==> src/rtl/baud_tick_generator_pkg.sv <==
// uart_pkg: shared UART timing defaults and common divisor values
// Holds the default widths and the divisors that give 9600 and 115200 baud
// from a 50 MHz system clock at 16x oversampling.
package uart_pkg;
  localparam int OVERSAMPLE_DEFAULT = 16;
  localparam int DIV_WIDTH_DEFAULT = 16;
  localparam int DIV_9600_50MHZ = 325;
  localparam int DIV_115200_50MHZ = 27;
endpackage

==> src/rtl/baud_tick_generator_tick_prescaler.sv <==
// tick_prescaler: divisor shadow plus prescaler that strobes Wrap once per sample period
// Ports: Clk, Reset (async, active high), Enable (count while high),
//        Restart (sync clear and shadow reload), Divisor (cycles per sample, 0 acts as 1),
//        Wrap (combinational, high on the cycle the prescaler wraps).
module tick_prescaler
  import uart_pkg::*;
#(
  parameter int DIV_WIDTH = DIV_WIDTH_DEFAULT
) (
  input  logic                 Clk,
  input  logic                 Reset,
  input  logic                 Enable,
  input  logic                 Restart,
  input  logic [DIV_WIDTH-1:0] Divisor,
  output logic                 Wrap
);
  logic [DIV_WIDTH-1:0] shadow, cnt, eff;
  logic load_pending;
  always_comb eff = (shadow == '0) ? DIV_WIDTH'(1) : shadow;
  // Shadow only changes at period boundaries, so a new Divisor never bends the running period.
  assign Wrap = Enable && !Restart && !load_pending && cnt == eff - DIV_WIDTH'(1);
  always_ff @(posedge Clk or posedge Reset)
    if (Reset) begin
      cnt <= '0;
      shadow <= '0;
      load_pending <= 1'b1;
    end else if (load_pending || Restart) begin
      cnt <= '0;
      shadow <= Divisor;
      load_pending <= 1'b0;
    end else if (Wrap) begin
      cnt <= '0;
      shadow <= Divisor;
    end else if (Enable) begin
      cnt <= cnt + DIV_WIDTH'(1);
    end
endmodule

==> src/rtl/baud_tick_generator.sv <==
// baud_tick_generator: UART sample, mid-bit and bit strobes from a programmable divisor
// Ports: Clk, Reset (async, active high), Enable, Restart (start-bit alignment),
//        Divisor (cycles per sample strobe), Sample_Tick / Mid_Tick / Bit_Tick
//        (registered one-cycle strobes).
module baud_tick_generator
  import uart_pkg::*;
#(
  parameter int DIV_WIDTH  = DIV_WIDTH_DEFAULT,
  parameter int OVERSAMPLE = OVERSAMPLE_DEFAULT,
  parameter int OS_WIDTH   = 4
) (
  input  logic                 Clk,
  input  logic                 Reset,
  input  logic                 Enable,
  input  logic                 Restart,
  input  logic [DIV_WIDTH-1:0] Divisor,
  output logic                 Sample_Tick,
  output logic                 Mid_Tick,
  output logic                 Bit_Tick
);
  localparam logic [OS_WIDTH-1:0] OS_MID = OS_WIDTH'(OVERSAMPLE / 2 - 1);
  localparam logic [OS_WIDTH-1:0] OS_LAST = OS_WIDTH'(OVERSAMPLE - 1);
  logic wrap;
  logic [OS_WIDTH-1:0] os_cnt;
  tick_prescaler #(.DIV_WIDTH(DIV_WIDTH)) u_prescaler (
    .Clk(Clk),
    .Reset(Reset),
    .Enable(Enable),
    .Restart(Restart),
    .Divisor(Divisor),
    .Wrap(wrap)
  );
  // wrap is already low under Restart, so the strobes clear without extra gating.
  always_ff @(posedge Clk or posedge Reset)
    if (Reset) begin
      os_cnt <= '0;
      Sample_Tick <= 1'b0;
      Mid_Tick <= 1'b0;
      Bit_Tick <= 1'b0;
    end else begin
      os_cnt <= Restart ? '0 : wrap ? (os_cnt == OS_LAST ? '0 : os_cnt + OS_WIDTH'(1)) : os_cnt;
      Sample_Tick <= wrap;
      Mid_Tick <= wrap && os_cnt == OS_MID;
      Bit_Tick <= wrap && os_cnt == OS_LAST;
    end
endmodule

==> config.mk <==
export PLATFORM = sky130hd
export DESIGN_NAME = baud_tick_generator
export DESIGN_NICKNAME = d
export VERILOG_FILES = /design/src/rtl/baud_tick_generator_pkg.sv /design/src/rtl/baud_tick_generator_tick_prescaler.sv /design/src/rtl/baud_tick_generator.sv
export SDC_FILE = /design/constraint.sdc
export NUM_CORES = 1
export LEC_CHECK = 0
export BUFFER_PORTS_ARGS = -buffer_cell sky130_fd_sc_hd__buf_2
export CORE_MARGIN = 1.5
export CORE_UTILIZATION = 50
export DETAILED_ROUTE_END_ITERATION = 10
export PLACE_DENSITY = 0.72
export SLEW_MARGIN = 20
export SYNTH_ARGS = -nofsm -noshare
export SYNTH_HDL_FRONTEND = slang
export SYNTH_SLANG_ARGS = --single-unit
export TNS_END_PERCENT = 30
==> constraint.sdc <==
create_clock -name Clk -period 8 [get_ports Clk]
set_clock_uncertainty 0.2 [all_clocks]
set_input_delay 2 -clock Clk [delete_from_list [all_inputs] [get_ports Clk]]
set_output_delay 2 -clock Clk [all_outputs]
set_load 0.02 [all_outputs]
==> parameters.txt, run 1 <==
Parameter                              Value

Status
  Status    finished clean

Timing
  Max Transition Viols Final    0
  Worst slew slack as a fraction of its limit    0.427
  Worst Setup Slack, final    3.20 ns
  Actual slew at the worst max-slew pin    0.857 ns
  Setup repair after global routing missed its margin    false
  Total negative slack    0 ns
  Maximum operating frequency    208 MHz
  Final period util    0.600
  Final setup vio count    0
  Total count of hold-check failures in the final report    0
  Final min period    slightly below 5 ns

GRT
  Overflow after GRT    0
  Global-route layer with the greatest usage    met2
  GR met1 Demand/Resource    0.253
  Met2 capacity usage during global routing    0.320
  Vias in the first global route    1,631
  Global routing met3 resource utilization    0.0385
  Largest net degree at the start of global routing    41
  Combined global-route utilization of all metal layers    0.192
  Number of antenna violations at the first check in global routing    0
  Wire length of the first global-routing pass    about 7600 um

Clock network
  Total clock buffers created by CTS    5
  Number of sinks on the clock net    40
  Clk root buf    sky130_fd_sc_hd__clkbuf_8
  Clock latency on the worst-skew pair    0.30 ns
  Clock input transition at the sequential cells of the worst setup and hold paths    roughly 0.070 ns
  Hold Buf Count CTS    0
  Number of buffers on the longest clock path    2
  CTS tree    done
  # H-tree levels    2
  Number of resized instances in the post-cts repair step    0
  Number of setup buffers added after CTS    0

Synth
  Number of nets in the synthesized netlist    252
  Number of different library cells in the post-synthesis netlist    46
  Gate count after technology mapping    229
  Sequential area share after synthesis    0.434
  Flip-flop and latch count after synthesis    40
  Share of flip-flops with an asynchronous set or reset    1.00
  Dominant synthesized flop cell    sky130_fd_sc_hd__dfrtp_1
  Avg Inst Size Synth    10.1 um^2
  Count of flip-flops with a built-in enable after synthesis    0
  Yosys Warn Count    0
  Post-Synthesis Cell Area    2310 um^2

Worst setup path
  Max stage delay on crit path    0.80 ns
  Required @ worst endpoint    7.99 ns
  Slack of the worst reg-to-reg path    3.29 ns
  Setup crit start kind    input pin
  Largest fanout on the critical path    30
  Ordered cell list for the critical path    buf_2, nor2_1, nand3_1, or4_1, nor3_1, nand4_1, o21ai_4, mux2_2
  Setup CP Type    in -> reg
  Data arrival at the endpoint of the critical path    4.79 ns
  Type of element capturing the critical path    register
  Standard cell with the maximum stage delay on the critical path    sky130_fd_sc_hd__o21ai_4

Floorplanning
  Number of top-level pins    23
  Placeable Area    4380 um^2
  Starting utilization of the core area    0.526
  Vertical die dimension    about 70 um
  Die span in x    70.9 um
  Number of placement rows    24
  Die area    5030 um^2

Drt
  Average wire length per cell after detail routing    14.5 um
  Number of antenna-violating nets in the routed design    0
  Number of vias after detailed routing    1,705
  DRC Markers    0
  Wirelength, routed    4420 um
  Number of iterations in the first detailed-routing pass    5
  Detailed Route Iter0 Violations    just over 70
  Average vias per placed instance    5.59

Power and ir drop
  Pint    0.301 mW
  Seq pwr share    0.545
  Switching portion of total power    0.258
  Clock group share of total power    0.343
  Relative contribution of combinational cells to total power    0.112
  Power per Cell Area    160 nW/um^2
  Leakage power figure    1.07 nW
  Maximum vdd ir drop    0.0749 mV
  Net switching power figure    about 0.10 mW

Placement
  Routability Congestion    0.856
  Pre-CTS setup slack    2.88 ns
  Final HPWL from detailed placement    about 3200 um
  Port bufs    22

Worst hold path
  Path category of the worst min-delay check    reg -> reg

Layout
  Area Growth Syn to Fin    9.76%
  Fill cell total of the finished layout    392
  Layout cell share with drive strength beyond 1    0.154
  Final Net Count    275
  Number of antenna cells inserted    0

Flow run
  Maxcap violations    0
cells in the mapped netlist (2+ instances only):
| library cell | n | area, um^2 |
|---|---|---|
| sky130_fd_sc_hd__nand2_1 | 14 | 52.6 |
| sky130_fd_sc_hd__o31a_1 | 2 | 17.5 |
| sky130_fd_sc_hd__and3_1 | 6 | 37.5 |
| sky130_fd_sc_hd__nor2b_1 | 4 | 25.0 |
| sky130_fd_sc_hd__ha_1 | 3 | 37.5 |
| sky130_fd_sc_hd__nor3b_1 | 2 | 15.0 |
| sky130_fd_sc_hd__nand2b_1 | 2 | 12.5 |
| sky130_fd_sc_hd__nand4_1 | 9 | 56.3 |
| sky130_fd_sc_hd__nor4_1 | 4 | 25.0 |
| sky130_fd_sc_hd__dfrtp_1 | 39 | 976 |
| sky130_fd_sc_hd__nor3_1 | 6 | 30.0 |
| sky130_fd_sc_hd__xor2_1 | 19 | 166 |
| sky130_fd_sc_hd__buf_6 | 2 | 22.5 |
| sky130_fd_sc_hd__or4_1 | 2 | 15.0 |
| sky130_fd_sc_hd__clkbuf_1 | 2 | 7.51 |
| sky130_fd_sc_hd__inv_1 | 5 | 18.8 |
| sky130_fd_sc_hd__mux2_1 | 15 | 169 |
| sky130_fd_sc_hd__o21ai_0 | 4 | 20.0 |
| sky130_fd_sc_hd__mux2_2 | 3 | 33.8 |
| sky130_fd_sc_hd__buf_2 | 2 | 10.0 |
| sky130_fd_sc_hd__a21oi_1 | 5 | 25.0 |
| sky130_fd_sc_hd__and4b_1 | 2 | 20.0 |
| sky130_fd_sc_hd__mux2i_1 | 2 | 20.0 |
| sky130_fd_sc_hd__xnor2_1 | 16 | 140 |
| sky130_fd_sc_hd__nor2_1 | 29 | 109 |
| sky130_fd_sc_hd__nand3_1 | 9 | 45.0 |
| sky130_fd_sc_hd__a21boi_0 | 2 | 15.0 |
routing by layer:
layer / wire (um) / vias to the layer above
met5: 0 / -
met4: 55 / 0
met3: 160 / 7
met2: 2200 / 25
met1: 2010 / 823
li1: - / 850
logic make-up after synthesis:
kind of cell               Yosys count  synth area share
muxes                               20            0.0965
DFF                                 40             0.434
buffers and inverters               12            0.0287
and+or+nand+nor                     95             0.218
other                                1           0.00163
adders and majority gates            3            0.0163
AOI/OAI and AO/OA                   23            0.0716
xor gates and xnor gates            35             0.133
power groups by stage:
stage / registers (mW) / clock network, mW / logic (mW)
final: 0.221 / 0.139 / 0.0453
after global routing: 0.223 / 0.150 / 0.0517
after CTS: 0.221 / 0.141 / 0.0460
after detailed placement: 0.225 / 0 / 0.0459
after global placement: 0.225 / 0 / 0.0445
after floorplan: 0.221 / 0 / 0.0372
cell type report:
class	count	area [um^2]	area share
well taps	52	65.1	0.0257
clock buffers	8	90.1	0.0356
flip-flops and latches	40	1000	0.396
inverters	5	18.8	0.00741
multi-input cells	177	1240	0.489
repair buffers	23	118	0.0464
stage by stage:
step	hold slack, ns	cells	cell area (um^2)	util	total power [mW]
after detailed placement	0.339	297	2440	0.557	0.271
after CTS	0.356	305	2530	0.578	0.408
after floorplan	0.306	229	2310	-	0.258
after global placement	0.325	297	2440	0.557	0.269
after global routing	0.380	305	2530	0.578	0.424
final	0.347	305	2530	0.578	0.406
final timing paths:
| kind | start | end | depth (start not counted) |
|---|---|---|---|
| max | Restart | u_prescaler.shadow[15] | 8 |
| min in group asynchronous | Reset | u_prescaler.shadow[15] | 3 |
| max reg2reg | u_prescaler.shadow[0] | u_prescaler.shadow[15] | 11 |
| max in group asynchronous | Reset | u_prescaler.load_pending | 3 |
| min reg2reg | u_prescaler.shadow[1] | u_prescaler.shadow[1] | 1 |
| min | u_prescaler.shadow[1] | u_prescaler.shadow[1] | 1 |
cell usage in the layout (no fill, tap or decap), types with 5 or more instances in the layout:
| cell | netlist | layout |
|---|---|---|
| sky130_fd_sc_hd__nor2_1 | 29 | 29 |
| sky130_fd_sc_hd__nand4_1 | 9 | 9 |
| sky130_fd_sc_hd__nor3_1 | 6 | 6 |
| sky130_fd_sc_hd__inv_1 | 5 | 5 |
| sky130_fd_sc_hd__mux2_1 | 15 | 15 |
| sky130_fd_sc_hd__xnor2_1 | 16 | 16 |
| sky130_fd_sc_hd__nand3_1 | 9 | 9 |
| sky130_fd_sc_hd__nand2_1 | 14 | 14 |
| sky130_fd_sc_hd__xor2_1 | 19 | 19 |
| sky130_fd_sc_hd__clkbuf_8 | 0 | 6 |
| sky130_fd_sc_hd__a21oi_1 | 5 | 5 |
| sky130_fd_sc_hd__buf_2 | 2 | 22 |
| sky130_fd_sc_hd__and3_1 | 6 | 6 |
| sky130_fd_sc_hd__dfrtp_1 | 39 | 39 |
sequential cells by signal (all words and copies together), names as in the netlist:
name                      flops
u_prescaler.cnt              16
u_prescaler.shadow           16
os_cnt                        4
Bit_Tick                      1
Mid_Tick                      1
Sample_Tick                   1
u_prescaler.load_pending      1
critical path: cells and delay by family:
family                 cells  cell delay, ns
buffers and inverters      1            0.14
AND/OR/NAND/NOR            5            1.41
multiplexers               1            0.41
AO/OA/AOI/OAI              1            0.80
No activity file was read; power rests on OpenSTA's default activity.
==> inputs of run 2 (changes only) <==
--- a/config.mk
+++ b/config.mk
@@ -9,7 +9,7 @@
 export CORE_MARGIN = 1.5
 export CORE_UTILIZATION = 50
 export DETAILED_ROUTE_END_ITERATION = 10
-export PLACE_DENSITY = 0.72
+export PLACE_DENSITY = 0.75
 export SLEW_MARGIN = 20
 export SYNTH_ARGS = -nofsm -noshare
 export SYNTH_HDL_FRONTEND = slang
==> constraint.sdc (replaced) <==
create_clock -name Clk -period 4.2 [get_ports Clk]
set_clock_uncertainty 0.2 [all_clocks]
set_input_delay 1.05 -clock Clk [delete_from_list [all_inputs] [get_ports Clk]]
set_output_delay 1.05 -clock Clk [all_outputs]
set_load 0.02 [all_outputs]
==> run 2 against run 1 <==
  * Hold slack better by 0.014 ns
  * Core utilization is 1.5 points higher
  * Flip-flop and latch count stayed put
  * Final cell count is 2.6% higher
  * Total power is 92% higher
  * Count of clock-buffer cells in the layout stayed put
  * Combinational power is 110% higher
  * Routed wire length is 1.1% lower
  * Global-route usage is 0.18 points higher
  * Worst setup slack worse by 3.0 ns
  * Register-to-register slack worse by 3.0 ns
  * Non-clock buffer count is 8 higher
  * Critical endpoint is now u_prescaler.shadow[8]
==> parameters.txt, run 2 (synthesis gave the netlist of run 1 again) <==
Parameter                              Value

Worst setup path
  Largest fanout on the critical path    20
  Setup CP Type    reg -> reg
  Required @ worst endpoint    roughly 4.2 ns
  Type of element capturing the critical path    register
  Ordered cell list for the critical path    or4_4, nor3b_2, a41oi_1, ha_1, xor2_1, nand3_1, or4_1, nor3_1, nand4_1, o21ai_4, buf_6, mux2_1
  Data arrival at the endpoint of the critical path    3.94 ns
  Standard cell with the maximum stage delay on the critical path    sky130_fd_sc_hd__or4_1
  Max stage delay on crit path    0.55 ns
  Setup crit start kind    register

Placement
  Final HPWL from detailed placement    3270 um
  Pre-CTS setup slack    0.196 ns
  Port bufs    22
  Dpl cells    305
  Routability Congestion    approximately 0.83
  Placed cell areas    ~2500 um^2

Timing
  Max Transition Viols Final    0
  Worst Setup Slack, final    ~0.24 ns
  Final min period    3.96 ns
  Total count of hold-check failures in the final report    0
  Setup repair after global routing missed its margin    false
  Worst slew slack as a fraction of its limit    0.487
  Final setup vio count    0
  Final period util    0.943
  Maximum operating frequency    253 MHz
  Total negative slack    0 ns
  Actual slew at the worst max-slew pin    ~0.77 ns

Clock network
  Clock input transition at the sequential cells of the worst setup and hold paths    about 0.070 ns
  Number of buffers on the longest clock path    2
  Clk root buf    sky130_fd_sc_hd__clkbuf_8
  Clock latency on the worst-skew pair    approximately 0.3 ns
  Total clock buffers created by CTS    5
  Number of resized instances in the post-cts repair step    0
  Number of setup buffers added after CTS    0
  # H-tree levels    2
  Number of sinks on the clock net    40
  Hold Buf Count CTS    0
  CTS tree    done

GRT
  Number of antenna violations at the first check in global routing    0
  Vias in the first global route    1,700
  Largest net degree at the start of global routing    22
  Wire length of the first global-routing pass    7690 um
  Overflow after GRT    0
  Combined global-route utilization of all metal layers    0.194

Layout
  Combined flip-flop and latch cell area    roughly 1000 um^2
  Layout cell share with drive strength beyond 1    0.180
  Number of antenna cells inserted    0
  Leading cell types in the layout, fill and taps excluded    39 x sky130_fd_sc_hd__dfrtp_1, 29 x sky130_fd_sc_hd__nor2_1, 22 x sky130_fd_sc_hd__buf_2
  Area Growth Syn to Fin    12.5%
  Fill cell total of the finished layout    393
  Total area of multi-input combinational cells    1240 um^2
  Largest registers    u_prescaler.cnt x16, u_prescaler.shadow x16, os_cnt x4
  Cell area after layout    2600 um^2
  Final Net Count    283
  Non-filler instance count after layout    313
  Most frequent standard cell in the layout excluding fill and tap cells    sky130_fd_sc_hd__dfrtp_1

Power and ir drop
  Power per Cell Area    300 nW/um^2
  Total Power    0.778 mW
  Maximum vdd ir drop    0.129 mV
  Leakage power figure    ~1.1 nW

Drt
  Number of iterations in the first detailed-routing pass    4
  Number of antenna-violating nets in the routed design    0
  DRC Markers    0
  Number of vias after detailed routing    approximately 1,700
  Wirelength, routed    approximately 4400 um
  Average vias per placed instance    5.51
  Average wire length per cell after detail routing    about 14 um
  Detailed Route Iter0 Violations    82

Floorplanning
  Die span in x    70.9 um
  Starting utilization of the core area    0.526
  Die area    5030 um^2
  Number of placement rows    24
  Number of top-level pins    23
  Placeable Area    4380 um^2
  Vertical die dimension    70.9 um

Worst hold path
  Path category of the worst min-delay check    reg -> reg

Status
  Status    finished clean

Flow run
  Maxcap violations    0
[run 2: layout make-up]
class | count | share of cell area
Tap cell | 52 | 0.0251
Timing Repair Buffer | 31 | 0.0699
Inverter | 5 | 0.00723
Clock buffer | 8 | 0.0347
Sequential cell | 40 | 0.386
Multi-Input combinational cell | 177 | 0.477
[run 2: path summary, 6_finish.rpt]
check	slack, ns	end	start	cells after the start
hold reg to reg	0.36	u_prescaler.shadow[3]	u_prescaler.shadow[3]	1
setup reg to reg	0.24	u_prescaler.shadow[8]	u_prescaler.shadow[5]	12
min in group asynchronous	0.68	u_prescaler.shadow[15]	Reset	2
max in group asynchronous	2.38	u_prescaler.shadow[4]	Reset	3
hold / removal	0.36	u_prescaler.shadow[3]	u_prescaler.shadow[3]	1
setup / recovery	0.24	u_prescaler.shadow[8]	u_prescaler.shadow[5]	12
[run 2: critical path: cells and delay by family (launching register included)]
family,cells,cell delay [ns]
AO/OA/AOI/OAI,2,0.38
multiplexers,1,0.34
flip-flops,1,0.43
adder cells (fa/ha/maj),1,0.34
XOR/XNOR,1,0.14
buffers and inverters,1,0.21
AND/OR/NAND/NOR,6,1.78
[run 2: stage by stage]
stage                     utilization  hold slack, ns
after floorplan                     -           0.306
after global placement          0.571           0.333
after detailed placement        0.571           0.346
after CTS                       0.591           0.363
after global routing            0.592           0.392
final                           0.592           0.361
[run 2: layer usage]
metal	GRT usage	vias to the layer above	wire (um)
met4	0.0629	0	62
li1	-	868	-
met3	0.0513	7	145
met5	0	-	0
met1	0.245	829	2080
met2	0.324	22	2090
[run 2: where the power goes]
group	switching, mW	internal (mW)
Clock	0.128	0.134
Sequential	0.0196	0.399
Combinational	0.0503	0.0462
Total	0.198	0.580
==> inputs of run 3 (changes only) <==
--- a/config.mk
+++ b/config.mk
@@ -6,10 +6,12 @@
 export NUM_CORES = 1
 export LEC_CHECK = 0
 export BUFFER_PORTS_ARGS = -buffer_cell sky130_fd_sc_hd__buf_2
+export CELL_PAD_IN_SITES_DETAIL_PLACEMENT = 0
+export CELL_PAD_IN_SITES_GLOBAL_PLACEMENT = 2
 export CORE_MARGIN = 1.5
-export CORE_UTILIZATION = 50
+export CORE_UTILIZATION = 34
 export DETAILED_ROUTE_END_ITERATION = 10
-export PLACE_DENSITY = 0.75
+export PLACE_DENSITY = 0.78
 export SLEW_MARGIN = 20
 export SYNTH_ARGS = -nofsm -noshare
 export SYNTH_HDL_FRONTEND = slang
==> run 3 against run 2 <==
  * The run now ends with design-rule violations left
  * Non-clock buffer count grew 2
  * Register-to-register slack barely moved
  * Critical path depth unchanged
  * Clock power rose by 39%
  * Sequential share of layout area decreased by 1.4 points
  * Count of clock-buffer cells in the layout fell by 3
  * Worst setup slack improved by 0.014 ns
  * Final cell count is 8.3% higher
  * Via count increased by 0.87%
  * Critical path type unchanged
  * Highest routed layer unchanged
==> parameters.txt, run 3 (synthesis gave the netlist of run 1 again) <==
Parameter                              Value

GRT
  Largest net degree at the start of global routing    25
  Wire length of the first global-routing pass    between 8000 and 9000 um
  Number of antenna violations at the first check in global routing    0
  Vias in the first global route    roughly 1,800
  Combined global-route utilization of all metal layers    0.150
  Overflow after GRT    0

Worst setup path
  Ordered cell list for the critical path    or4_4, nor3b_4, a41oi_1, ha_1, xor2_1, nand3_1, or4_1, nor3_1, nand4_1, o21ai_4, buf_6, mux2_1
  Data arrival at the endpoint of the critical path    approximately 3.9 ns
  Required @ worst endpoint    4.18 ns
  FF-to-FF End    u_prescaler.shadow[2]
  Slack of the worst reg-to-reg path    0.25 ns
  Critical path buffers and inverters    1
  Startpoint of the worst register-to-register path    u_prescaler.shadow[5]
  Setup CP Type    reg -> reg
  Largest fanout on the critical path    14
  Number of cells on the worst reg-to-reg path    12
  Max stage delay on crit path    approximately 0.56 ns
  Worst path top cell family by delay    simple AND/OR/NAND/NOR gates
  Standard cell with the maximum stage delay on the critical path    sky130_fd_sc_hd__or4_4
  Setup crit start kind    register
  Type of element capturing the critical path    register

Timing
  Final period util    0.939
  Max Transition Viols Final    0
  Final min period    approximately 3.9 ns
  Total count of hold-check failures in the final report    0
  Setup repair after global routing missed its margin    false
  Worst slew slack as a fraction of its limit    0.393
  Final-layout worst hold slack    0.371 ns
  Final setup vio count    0
  Total negative slack    0 ns
  Actual slew at the worst max-slew pin    0.909 ns
  Maximum operating frequency    253 MHz
  Worst Setup Slack, final    0.255 ns

Clock network
  Clock input transition at the sequential cells of the worst setup and hold paths    0.08 ns
  Clk root buf    sky130_fd_sc_hd__clkbuf_8
  Number of sinks on the clock net    40
  CTS tree    done
  Total clock buffers created by CTS    5
  Number of buffers on the longest clock path    2
  Clock latency on the worst-skew pair    0.29 ns
  # H-tree levels    2
  Number of setup buffers added after CTS    0

Power and ir drop
  Leakage power figure    1.14 nW
  Clock group share of total power    0.413
  Relative contribution of combinational cells to total power    0.110
  Switching portion of total power    0.229
  Seq pwr share    0.477
  Power per Cell Area    roughly 330 nW/um^2
  Net switching power figure    0.203 mW
  Maximum vdd ir drop    0.184 mV
  Pint    about 0.68 mW

Layout
  Largest registers    u_prescaler.cnt x16, u_prescaler.shadow x16, os_cnt x4
  Share of the core filled with cells in the final layout    0.417
  Most frequent standard cell in the layout excluding fill and tap cells    sky130_fd_sc_hd__dfrtp_1
  Cell area after layout    approximately 2700 um^2
  Layout cell share with drive strength beyond 1    0.195
  Area Growth Syn to Fin    16.8%
  Final Net Count    285
  Number of antenna cells inserted    0
  Leading cell types in the layout, fill and taps excluded    39 x sky130_fd_sc_hd__dfrtp_1, 29 x sky130_fd_sc_hd__nor2_1, 22 x sky130_fd_sc_hd__buf_2
  Fill cell total of the finished layout    638

Drt
  Number of antenna-violating nets in the routed design    0
  Number of vias after detailed routing    1,741
  Detailed Route Iter0 Violations    65
  Wirelength, routed    4990 um
  Number of iterations in the first detailed-routing pass    9
  Average wire length per cell after detail routing    about 15 um
  DRC Markers    4
  Average vias per placed instance    about 5.1

Floorplanning
  Vertical die dimension    approximately 85 um
  Starting utilization of the core area    0.357
  Die area    7290 um^2
  Placeable Area    6460 um^2
  Die span in x    85.4 um
  Number of placement rows    29
  Number of top-level pins    23

Placement
  Pre-CTS setup slack    0.215 ns
  Final HPWL from detailed placement    3830 um
  Routability Congestion    approximately 0.83
  Placed cell areas    2550 um^2
  Port bufs    22

Worst hold path
  Worst hold start    u_prescaler.shadow[15]
  Number of cells traversed by the worst hold path    1
  Path category of the worst min-delay check    reg -> reg
  Sink of the worst hold path    u_prescaler.shadow[15]

Status
  Failing checks    design-rule violations
  Status    finished, violations left

Flow run
  Maxcap violations    0
run 3: cell count changes in the layout (fill, tap and decap cells not counted):
cell | before | now
sky130_fd_sc_hd__nor3b_4 | 0 | 1
sky130_fd_sc_hd__nor3b_2 | 1 | 0
sky130_fd_sc_hd__buf_4 | 8 | 10
sky130_fd_sc_hd__bufinv_16 | 0 | 2
sky130_fd_sc_hd__clkbuf_8 | 6 | 5
sky130_fd_sc_hd__nor4_1 | 4 | 3
sky130_fd_sc_hd__nor4_2 | 1 | 2
sky130_fd_sc_hd__clkbuf_1 | 2 | 0
run 3: worst register-to-register path, stage by stage, from the launching register on:
cell and delay (ns):
sky130_fd_sc_hd__dfrtp_1 0.44, sky130_fd_sc_hd__or4_4 0.56, sky130_fd_sc_hd__nor3b_4 0.23, sky130_fd_sc_hd__a41oi_1 0.22, sky130_fd_sc_hd__ha_1 0.36, sky130_fd_sc_hd__xor2_1 0.15
sky130_fd_sc_hd__nand3_1 0.09, sky130_fd_sc_hd__or4_1 0.54, sky130_fd_sc_hd__nor3_1 0.15, sky130_fd_sc_hd__nand4_1 0.19, sky130_fd_sc_hd__o21ai_4 0.19, sky130_fd_sc_hd__buf_6 0.19
sky130_fd_sc_hd__mux2_1 0.34
run 3: through the flow:
step,std cells,total power [mW]
2_1_floorplan,229,0.491
3_3_place_gp,332,0.525
3_5_place_dp,332,0.525
4_1_cts,339,0.894
5_1_grt,339,0.923
6_report,339,0.883
run 3: worst max path at each step:
stage | depth (start not counted) | startpoint | end | slack [ns]
finish | 12 | u_prescaler.shadow[5] | u_prescaler.shadow[2] | 0.25
global route | 12 | u_prescaler.shadow[5] | u_prescaler.shadow[7] | 0.02
CTS | 12 | u_prescaler.shadow[5] | u_prescaler.shadow[2] | 0.19
detailed placement | 12 | u_prescaler.shadow[5] | u_prescaler.shadow[2] | 0.22
global placement | 12 | u_prescaler.shadow[5] | u_prescaler.shadow[12] | 0.30
floorplan | 13 | u_prescaler.shadow[4] | u_prescaler.shadow[0] | 0.27
run 3: layer usage:
metal,vias up,GRT usage,part of all wire
met1,835,0.209,0.50
met2,29,0.232,0.45
met3,6,0.0340,0.034
met5,-,0,0
li1,871,-,-
met4,0,0.0484,0.016
run 3: cell type report:
cell class / count / area [um^2] / area share
Sequential cell: 40 / 1000 / 0.372
Timing Repair Buffer: 33 / 196 / 0.0729
Clock inverter: 2 / 60.1 / 0.0223
Inverter: 5 / 18.8 / 0.00697
Clock buffer: 5 / 68.8 / 0.0255
Tap cell: 77 / 96.3 / 0.0358
Multi-Input combinational cell: 177 / 1250 / 0.464
run 3: power by group through the flow:
stage	clock, mW	combinational, mW	sequential [mW]
2_1_floorplan	0	0.0708	0.420
3_3_place_gp	0	0.0973	0.428
3_5_place_dp	0	0.0975	0.428
4_1_cts	0.376	0.0983	0.420
5_1_grt	0.388	0.110	0.424
6_report	0.365	0.0973	0.421
run 3: timing repair:
| action | 4_1_cts | 5_1_grt |
|---|---|---|
| endpoints found under the setup margin | 0 | 15 |
| gates resized for setup | 0 | 3 |
| hold buffers | 0 | 0 |
